**src/rtl/mdu_iter.sv**
```systemverilog
// ============================================================================
// mdu_iter -- iterative multiply/divide unit with architectural HI/LO.
//
// Serves MULT/MULTU/DIV/DIVU (op = 00/01/10/11) and MTHI/MTLO from the EX
// stage. An operation is launched with start while idle, runs for WIDTH
// iterations (shift-add multiply or restoring divide), then writes HI/LO and
// pulses done. busy stays high from the launch edge until the write edge.
//
// Optional build macro: MDU_FAST_MUL_EN
//   defined   -> MULT/MULTU use a combinational product and finish one edge
//                after launch; division stays iterative.
//   undefined -> multiply iterates with the same latency as division.
//
// Ports:
//   clk, rst     rising-edge clock, synchronous active-high reset
//   start, op    launch request and operation select (sampled when idle)
//   num1, num2   multiplicand/dividend and multiplier/divisor
//   cancel       abort the in-flight operation, no result and no done
//   wr_hi, wr_lo MTHI/MTLO write strobes, data on wdata
//   busy         operation in flight
//   done         one-cycle pulse, hi/lo already hold the result
//   div_zero     one-cycle pulse with done for a divide by zero
//   hi, lo       architectural HI/LO registers
// ============================================================================
module mdu_iter #(
    parameter int WIDTH = 32,
    parameter int CNT_W = $clog2(WIDTH) + 1
) (
    input  logic             clk,
    input  logic             rst,
    input  logic             start,
    input  logic [1:0]       op,
    input  logic [WIDTH-1:0] num1,
    input  logic [WIDTH-1:0] num2,
    input  logic             cancel,
    input  logic             wr_hi,
    input  logic             wr_lo,
    input  logic [WIDTH-1:0] wdata,
    output logic             busy,
    output logic             done,
    output logic             div_zero,
    output logic [WIDTH-1:0] hi,
    output logic [WIDTH-1:0] lo
);

    typedef enum logic [1:0] {
        S_IDLE,
        S_CALC,
        S_FIN
    } state_t;

    state_t r_state;
    state_t w_next;

    // Operation context captured at launch.
    logic               r_is_div;
    logic               r_dz;
    logic               r_sign1;
    logic               r_sign2;
    logic [CNT_W-1:0]   r_cnt;
    // Multiply: {partial product, remaining multiplier bits}.
    // Divide:   low half holds dividend bits shifting out / quotient bits in.
    logic [2*WIDTH-1:0] r_acc;
    logic [WIDTH-1:0]   r_rem;
    logic [WIDTH-1:0]   r_b;

    logic [WIDTH-1:0]   r_hi;
    logic [WIDTH-1:0]   r_lo;
    logic               r_done;
    logic               r_div_zero;

    // ------------------------------------------------------------------------
    // Launch-side decode
    // ------------------------------------------------------------------------
    logic               w_launch;
    logic               w_signed;
    logic               w_neg1;
    logic               w_neg2;
    logic [WIDTH-1:0]   w_mag1;
    logic [WIDTH-1:0]   w_mag2;
    logic               w_div_by_zero;
    logic               w_fast_mul;
    logic [2*WIDTH-1:0] w_fast_prod;

    assign w_launch      = (r_state == S_IDLE) && start && !cancel;
    assign w_signed      = ~op[0];
    assign w_neg1        = w_signed & num1[WIDTH-1];
    assign w_neg2        = w_signed & num2[WIDTH-1];
    assign w_mag1        = w_neg1 ? -num1 : num1;
    assign w_mag2        = w_neg2 ? -num2 : num2;
    assign w_div_by_zero = op[1] && (num2 == '0);

`ifdef MDU_FAST_MUL_EN
    // Sign- or zero-extend to 2*WIDTH so the low 2*WIDTH bits of a plain
    // product are the correct signed/unsigned result.
    assign w_fast_mul  = ~op[1];
    assign w_fast_prod = op[0]
                       ? ({{WIDTH{1'b0}}, num1} * {{WIDTH{1'b0}}, num2})
                       : ({{WIDTH{num1[WIDTH-1]}}, num1} * {{WIDTH{num2[WIDTH-1]}}, num2});
`else
    assign w_fast_mul  = 1'b0;
    assign w_fast_prod = '0;
`endif

    // ------------------------------------------------------------------------
    // One iteration of each algorithm
    // ------------------------------------------------------------------------
    logic [WIDTH:0]     w_mul_sum;
    logic [2*WIDTH-1:0] w_mul_next;
    logic [WIDTH:0]     w_shift;
    logic [WIDTH:0]     w_diff;
    logic               w_ge;

    // Add the multiplicand when the current multiplier bit is set, then shift
    // the whole accumulator right, carry included.
    assign w_mul_sum  = {1'b0, r_acc[2*WIDTH-1:WIDTH]} + (r_acc[0] ? {1'b0, r_b} : '0);
    assign w_mul_next = {w_mul_sum, r_acc[WIDTH-1:1]};

    // Partial remainder is WIDTH+1 bits after bringing down the next dividend
    // bit; bit WIDTH of the difference is the borrow (remainder < divisor).
    assign w_shift = {r_rem, r_acc[WIDTH-1]};
    assign w_diff  = w_shift - {1'b0, r_b};
    assign w_ge    = ~w_diff[WIDTH];

    // ------------------------------------------------------------------------
    // Signed fix-up of the magnitude results
    // ------------------------------------------------------------------------
    logic               w_res_neg;
    logic [2*WIDTH-1:0] w_prod;
    logic [WIDTH-1:0]   w_quo;
    logic [WIDTH-1:0]   w_rem_fix;

    assign w_res_neg = r_sign1 ^ r_sign2;
    assign w_prod    = w_res_neg ? -r_acc : r_acc;
    assign w_quo     = w_res_neg ? -r_acc[WIDTH-1:0] : r_acc[WIDTH-1:0];
    // Remainder follows the dividend's sign. MIN / -1 needs no special case:
    // the magnitude quotient 2^(WIDTH-1) negates back to MIN, remainder 0.
    assign w_rem_fix = r_sign1 ? -r_rem : r_rem;

    // ------------------------------------------------------------------------
    // FSM
    // ------------------------------------------------------------------------
    // NOTE: every clocked block uses non-blocking assignments so all registers
    // update together from pre-edge values, independent of block order.
    always_ff @(posedge clk) begin
        if (rst) r_state <= S_IDLE;
        else     r_state <= w_next;
    end

    // NOTE: the next-state default is assigned first so no path through this
    // block leaves w_next unassigned, which would infer a latch.
    always_comb begin
        w_next = r_state;
        unique case (r_state)
            S_IDLE: begin
                if (start && !cancel) begin
                    if (w_div_by_zero || w_fast_mul) w_next = S_FIN;
                    else                             w_next = S_CALC;
                end
            end
            S_CALC: begin
                if (cancel)                    w_next = S_IDLE;
                else if (r_cnt == CNT_W'(1))   w_next = S_FIN;
            end
            S_FIN:   w_next = S_IDLE;
            default: w_next = S_IDLE;
        endcase
    end

    // ------------------------------------------------------------------------
    // Datapath
    // ------------------------------------------------------------------------
    // NOTE: working registers carry no reset; they are always loaded at launch
    // before being read, so resetting them would only add logic.
    always_ff @(posedge clk) begin
        if (w_launch) begin
            r_is_div <= op[1];
            r_dz     <= w_div_by_zero;
            r_cnt    <= CNT_W'(WIDTH);
            r_rem    <= '0;
            if (w_fast_mul) begin
                r_acc   <= w_fast_prod;
                r_b     <= w_mag1;
                r_sign1 <= 1'b0;
                r_sign2 <= 1'b0;
            end else if (op[1]) begin
                r_acc   <= {{WIDTH{1'b0}}, w_mag1};
                r_b     <= w_mag2;
                r_sign1 <= w_neg1;
                r_sign2 <= w_neg2;
            end else begin
                r_acc   <= {{WIDTH{1'b0}}, w_mag2};
                r_b     <= w_mag1;
                r_sign1 <= w_neg1;
                r_sign2 <= w_neg2;
            end
        end else if (r_state == S_CALC) begin
            r_cnt <= r_cnt - CNT_W'(1);
            if (r_is_div) begin
                r_rem            <= w_ge ? w_diff[WIDTH-1:0] : w_shift[WIDTH-1:0];
                r_acc[WIDTH-1:0] <= {r_acc[WIDTH-2:0], w_ge};
            end else begin
                r_acc <= w_mul_next;
            end
        end
    end

    // ------------------------------------------------------------------------
    // Architectural registers and status pulses
    // ------------------------------------------------------------------------
    always_ff @(posedge clk) begin
        if (rst) begin
            r_hi       <= '0;
            r_lo       <= '0;
            r_done     <= 1'b0;
            r_div_zero <= 1'b0;
        end else begin
            r_done     <= 1'b0;
            r_div_zero <= 1'b0;
            if (wr_hi) r_hi <= wdata;
            if (wr_lo) r_lo <= wdata;
            // NOTE: this result write comes after the MTHI/MTLO writes, so on
            // a same-edge collision the last non-blocking assignment (the
            // result) is the one that takes effect.
            if (r_state == S_FIN && !cancel) begin
                r_done <= 1'b1;
                if (r_dz) begin
                    r_div_zero <= 1'b1;
                end else if (r_is_div) begin
                    r_hi <= w_rem_fix;
                    r_lo <= w_quo;
                end else begin
                    r_hi <= w_prod[2*WIDTH-1:WIDTH];
                    r_lo <= w_prod[WIDTH-1:0];
                end
            end
        end
    end

    assign busy     = (r_state != S_IDLE);
    assign done     = r_done;
    assign div_zero = r_div_zero;
    assign hi       = r_hi;
    assign lo       = r_lo;

endmodule

```
**config.mk**
```make
export PLATFORM = sky130hd
export DESIGN_NAME = mdu_iter
export DESIGN_NICKNAME = d
export VERILOG_FILES = /design/src/rtl/mdu_iter.sv
export SDC_FILE = /design/constraint.sdc
export NUM_CORES = 1
export LEC_CHECK = 0
export BUFFER_PORTS_ARGS = -buffer_cell sky130_fd_sc_hd__buf_4
export CORE_MARGIN = 4
export CORE_UTILIZATION = 60
export CTS_CLUSTER_SIZE = 16
export DETAILED_ROUTE_END_ITERATION = 7
export GPL_TIMING_DRIVEN = 0
export PLACE_DENSITY = 0.84
export SKIP_CTS_REPAIR_TIMING = 1
export SYNTH_ARGS = -nofsm -noshare
export SYNTH_HDL_FRONTEND = slang
export SYNTH_SLANG_ARGS = --single-unit
```
**constraint.sdc**
```tcl
create_clock -name clk -period 4.6 [get_ports clk]
set_clock_uncertainty 0.15 [all_clocks]
set_input_delay 0.46 -clock clk [delete_from_list [all_inputs] [get_ports clk]]
set_output_delay 0.46 -clock clk [all_outputs]
set_load 0.01 [all_outputs]
```
Word-level counts from Yosys, hierarchy flattened
Cells that the tools add are included.
- reduce and logical (&&, ||, !) cells: 14
- bitwise logic cells: 6
- add/sub/neg operators: 8
- equality and inequality tests: 6
- multiplexer cells: 28
- operators with widths (cell ; number):
    32-bit two-way mux ; 18
    64-bit two-way mux ; 3
    32-bit negator ; 4
    64-bit negator ; 1
    32-bit by 32-bit adder with 33-bit output ; 1
    33-bit by 32-bit subtractor with 33-bit output ; 1
    32-bit zero test ; 1
    2-bit two-way mux ; 4
    6-bit by 1-bit equality test with 1-bit output (second input constant) ; 1
    2-bit AND reduction ; 3
    6-bit by 1-bit subtractor with 6-bit output (second input constant) ; 1
    1-bit logical AND ; 5
    2-bit by 1-bit != test with 1-bit output (second input constant) ; 2
    2-bit one-hot mux with 2 select lines ; 1
    2-bit nonzero test ; 2
    3-bit != test (second input constant) ; 1
    1-bit NOT ; 3
    1-bit AND ; 2
    2-bit by 1-bit equality test with 1-bit output (second input constant) ; 1
    2-bit equality test (second input constant) ; 1
    2-bit zero test ; 1
    1-bit two-way mux ; 2
    2-bit OR reduction ; 1
    1-bit zero test ; 1
    1-bit bitwise XOR ; 1
- logic and storage cells: 76
- flip-flop bits (word level): 206
- output and inout bits: 67

Logic depth before layout (Yosys ltp)
- word-level depth: 5
- mapped depth: 14

Worst setup path after synthesis
Ideal clock, no wire load.
- kind: flip-flop to flip-flop
- start point: reg r_is_div
- end point: reg r_acc[32], enable pin
- clock period less this slack: 3939 ps
- data arrival time: 3323 ps
- data required time: 3984 ps
- slack: 661 ps
- stages on the path, launching flop included: 5
- cell sequence: edfxtp_1 -> clkbuf_1 -> clkbuf_1 -> clkbuf_1 -> o21ai_0
- cells in the longest elaborated chain, start to end: 2
- RTL lines (element ; line ; text):
    start, declared ; 56 ; logic r_is_div;
    start signal, assigned ; 177 ; r_is_div <= op[1];
    2-bit by 1-bit != test with 1-bit output (no line) ; n/a ;
    2-bit AND reduction (no line) ; n/a ;
    end signal, assigned ; 182 ; r_acc <= w_fast_prod;
    end signal, assigned ; 187 ; r_acc <= {{WIDTH{1'b0}}, w_mag1};
    end signal, assigned ; 192 ; r_acc <= {{WIDTH{1'b0}}, w_mag2};
    end, declared ; 63 ; logic [2*WIDTH-1:0] r_acc;
No other way between the ends.
A chain may end at the register's enable or synchronous reset.

Final worst setup path
- start point: reg r_acc[0]
- end point: reg r_acc[62] (data pin)
- cells in the longest elaborated chain, start to end: 5
- RTL lines (element ; line ; text):
    32-bit two-way mux ; 116 ; assign w_mul_sum = {1'b0, r_acc[2*WIDTH-1:WIDTH]} + (r_acc[0] ? {1'b0, r_b} : '0);
    32-bit by 32-bit adder with 33-bit output ; 116 ;
    32-bit two-way mux ; 199 ; if (r_is_div) begin
    64-bit two-way mux ; 197 ; end else if (r_state == S_CALC) begin
    64-bit two-way mux ; 176 ; if (w_launch) begin
No other way between the ends. The select of a mux whose other input is x is not followed.

==> metrics.md <==
| Metric | Value |
|---|---|
| Top_reg_cell synth | dfxtp_1 |
| Clock Path Buffers | 3 |
| Max-slew headroom | 0.115 |
| Pwr Density | around 350 nW/um2 |
| Maximum VDD drop | approximately 0.27 mV |
| Syn avg cell area | 8.62 um2 |
| Row count | 59 |
| Max-slew violations | 0 |
| RSZ-0062 raised after global routing | no |
| Mapped Nets | between 2k and 2.5k |
| Routed wire per std cell | approximately 24 um |
| Hold WC Path Type | primary input to flip-flop |
| Final min period | around 4.4 ns |
| CTS root buffer | clkbuf_16 |
| Worst Tran Pin Value | 1.32 ns |
| Warnings from Yosys | 0 |
| Slowest stage cell, crit path | edfxtp_1 |
| CP top delay family | buffers and inverters |
| Clock buffers created by TritonCTS | 24 |
| Synth Instances | 1861 |
| Post-synth top area share | 0.187 |
| Core area | approximately 26000 um2 |
| Clk Latency, worst-skew pair | around 0.53 ns |
| Clk sinks | 206 |
| Async SR Flop Fraction | 0 |
| Yosys top cell by area | edfxtp_1 |
| H-Tree Depth | 1 |
| R2r worst-path depth | 13 |
| Setup ws final | roughly 0.23 ns |
| Vias in the first global route | about 15k |
| DRT Pass-1 Iters | 5 |
| Max capacitance violation total | 0 |
| Fin. Hold Viols | 0 |
| Worst setup path class | flip-flop to flip-flop |
| Antenna-violating nets left | 0 |
| Worst setup EP type | flip-flop |
| Largest stage delay, worst path | 0.55 ns |
| Hpwl dp | about 46000 um |
| Number of remaining DRC errors | 0 |
| Top post-synthesis cells by area | edfxtp_1 (19%), dfxtp_1 (13%), mux2i_1 (11%), xnor2_1 (6.5%), a21oi_1 (5.5%) |
| CP dominant cell by count | clkbuf_1 |
| Finish-stage setup viols | 0 |
| ANT cells | 0 |
| Synthesized cell area | between 15000 and 20000 um2 |
| Die Ht | 172 um |
| Die area | around 29000 um2 |
| Post-synthesis sequential area ratio | 0.320 |
| Final core occ | 0.709 |
| Critical path depth | 13 |
| Via count | ~16k |
| Initial antenna violation count | 1 |
| Number of synthesized flops with an enable pin | 100 |
| Initial Util | 0.612 |
| Largest net degree at the start of global routing | 46 |
| CTS clk-pin slew, worst paths | about 0.06 ns |
| Filler Cell Count | around 2.1k |
| Required time of the critical path | 4.73 ns |
| CTS tree | done |
| Share of layout cells above drive strength 1 | 0.117 |
| WP data arrival | approximately 4.5 ns |
| Netlist cell types | 74 |
| Routed Wire Length | approximately 57000 um |
| Fmax | 0.229 GHz |
| First-pass GRT wire length | between 80000 and 90000 um |
| Crit path max fanout | 14 |
| Critical path buffer and inverter count | 3 |
| Leak | 7.75 nW |
| Critical Path Start Type | flip-flop |
| Synth cell count leaders | nor2_1 (229), mux2i_1 (178), a21oi_1 (175) |
| Final Net Count | between 2k and 2.5k |
| Tcrit/Tclk final | 0.950 |
| Synth Register Bits | slightly above 200 |
| Routability cong. | about 1.0 |
| Vias/cell | approximately 6.6 |
| I/O Buffers | about 170 |
| CP Cell Sequence | inv_1 > clkbuf_1 > nor2_1 > ha_1 > clkbuf_1 > and3_1 > nand3_1 > nor3_2 > o2111ai_1 > a21boi_1 > a21oi_1 > o31a_1 > o21a_1 |
| Remaining global-route overflow | 0 |
| First-iteration detailed-routing DRC count | between 1.5k and 2k |
| TNS Setup | 0 ns |
| Total GRT Usage | 0.378 |
| Hold-critical path depth | 3 |
| Area Growth Syn to Fin | 15.8% |
| Top-count cell post-synth | nor2_1 |
| Pre-CTS setup slack | between 0.15 and 0.2 ns |
| I/O pin total | around 170 |
| Die X | 172 um |
| Status | finished clean |
## worst register-to-register path: cells and delay by family (launching register included)
family	cells	cell delay, ns
DFF	1	0.55
AOI/OAI and AO/OA	5	1.12
buffers and inverters	3	1.14
adders and majority gates	1	0.31
and+or+nand+nor	4	0.87
## path summary, 6_finish.rpt
path         slack, ns      from    endpoint
max               0.23  r_acc[0]   r_acc[62]
min reg2reg       0.39  r_cnt[1]    r_cnt[1]
min               0.03     start  r_state[1]
max reg2reg       0.23  r_acc[0]   r_acc[62]
## stage by stage
step,std cells,hold WS [ns],cell area [um2],total power [W]
after global routing,2408,0.0370,18600,0.00679
after global placement,2363,0.353,17700,0.00447
after floorplan,1861,0.333,16000,0.00381
final,2408,0.0322,18600,0.00652
after detailed placement,2364,0.376,17700,0.00451
after CTS,2408,-0.0341,18600,0.00645
## layout make-up
| class | instances | area [um2] | area share |
|---|---|---|---|
| plain buffers | 93 | 362 | 0.0195 |
| repair buffers | 169 | 1280 | 0.0691 |
| inverters | 67 | 251 | 0.0135 |
| flip-flops and latches | 206 | 5120 | 0.276 |
| multi-input cells | 1494 | 10300 | 0.555 |
| well taps | 335 | 419 | 0.0226 |
| clock buffers | 33 | 718 | 0.0387 |
| clock inverters | 11 | 97.6 | 0.00525 |
## sequential cells by signal, indices dropped and copies added, names as in the netlist
signal,flops
hi,32
r_state,2
done,1
r_cnt,6
r_b,32
r_acc,64
r_sign2,1
lo,32
r_sign1,1
r_dz,1
r_is_div,1
div_zero,1
r_rem,32
## logic make-up (layout without fill, tap and decap cells)
family	Yosys count	in the layout	synth area share
AND/OR/NAND/NOR	525	525	0.161
AO/OA/AOI/OAI	511	511	0.197
XOR/XNOR	207	207	0.115
flip-flops	206	206	0.320
multiplexers	179	179	0.112
buffers and inverters	161	373	0.0384
adder cells (fa/ha/maj)	72	72	0.0571
## layer usage
metal | track usage | share of wire
met5 | 0 | 0.00023
met4 | 0.162 | 0.049
met3 | 0.0510 | 0.10
met2 | 0.591 | 0.44
met1 | 0.527 | 0.41
## placed cells by master (no fill, tap or decap), types with 25 or more instances in the layout
cell type,instances
clkbuf_1,75
nor3_1,33
dfxtp_1,106
inv_1,67
edfxtp_1,100
a211oi_1,70
a21oi_1,175
mux2i_1,178
clkbuf_16,27
o21ai_0,88
o21ai_1,25
ha_1,70
buf_4,170
xnor2_1,119
xor2_1,86
nand2_1,98
nor2_1,229
## power breakdown
part / switching [W] / leakage, nW / internal (W)
sequential: 0.000267 / 1.82 / 0.00216
clock: 0.000802 / 0.409 / 0.00116
combinational: 0.00126 / 5.52 / 0.000867
Power figures use the tool's default switching activity.
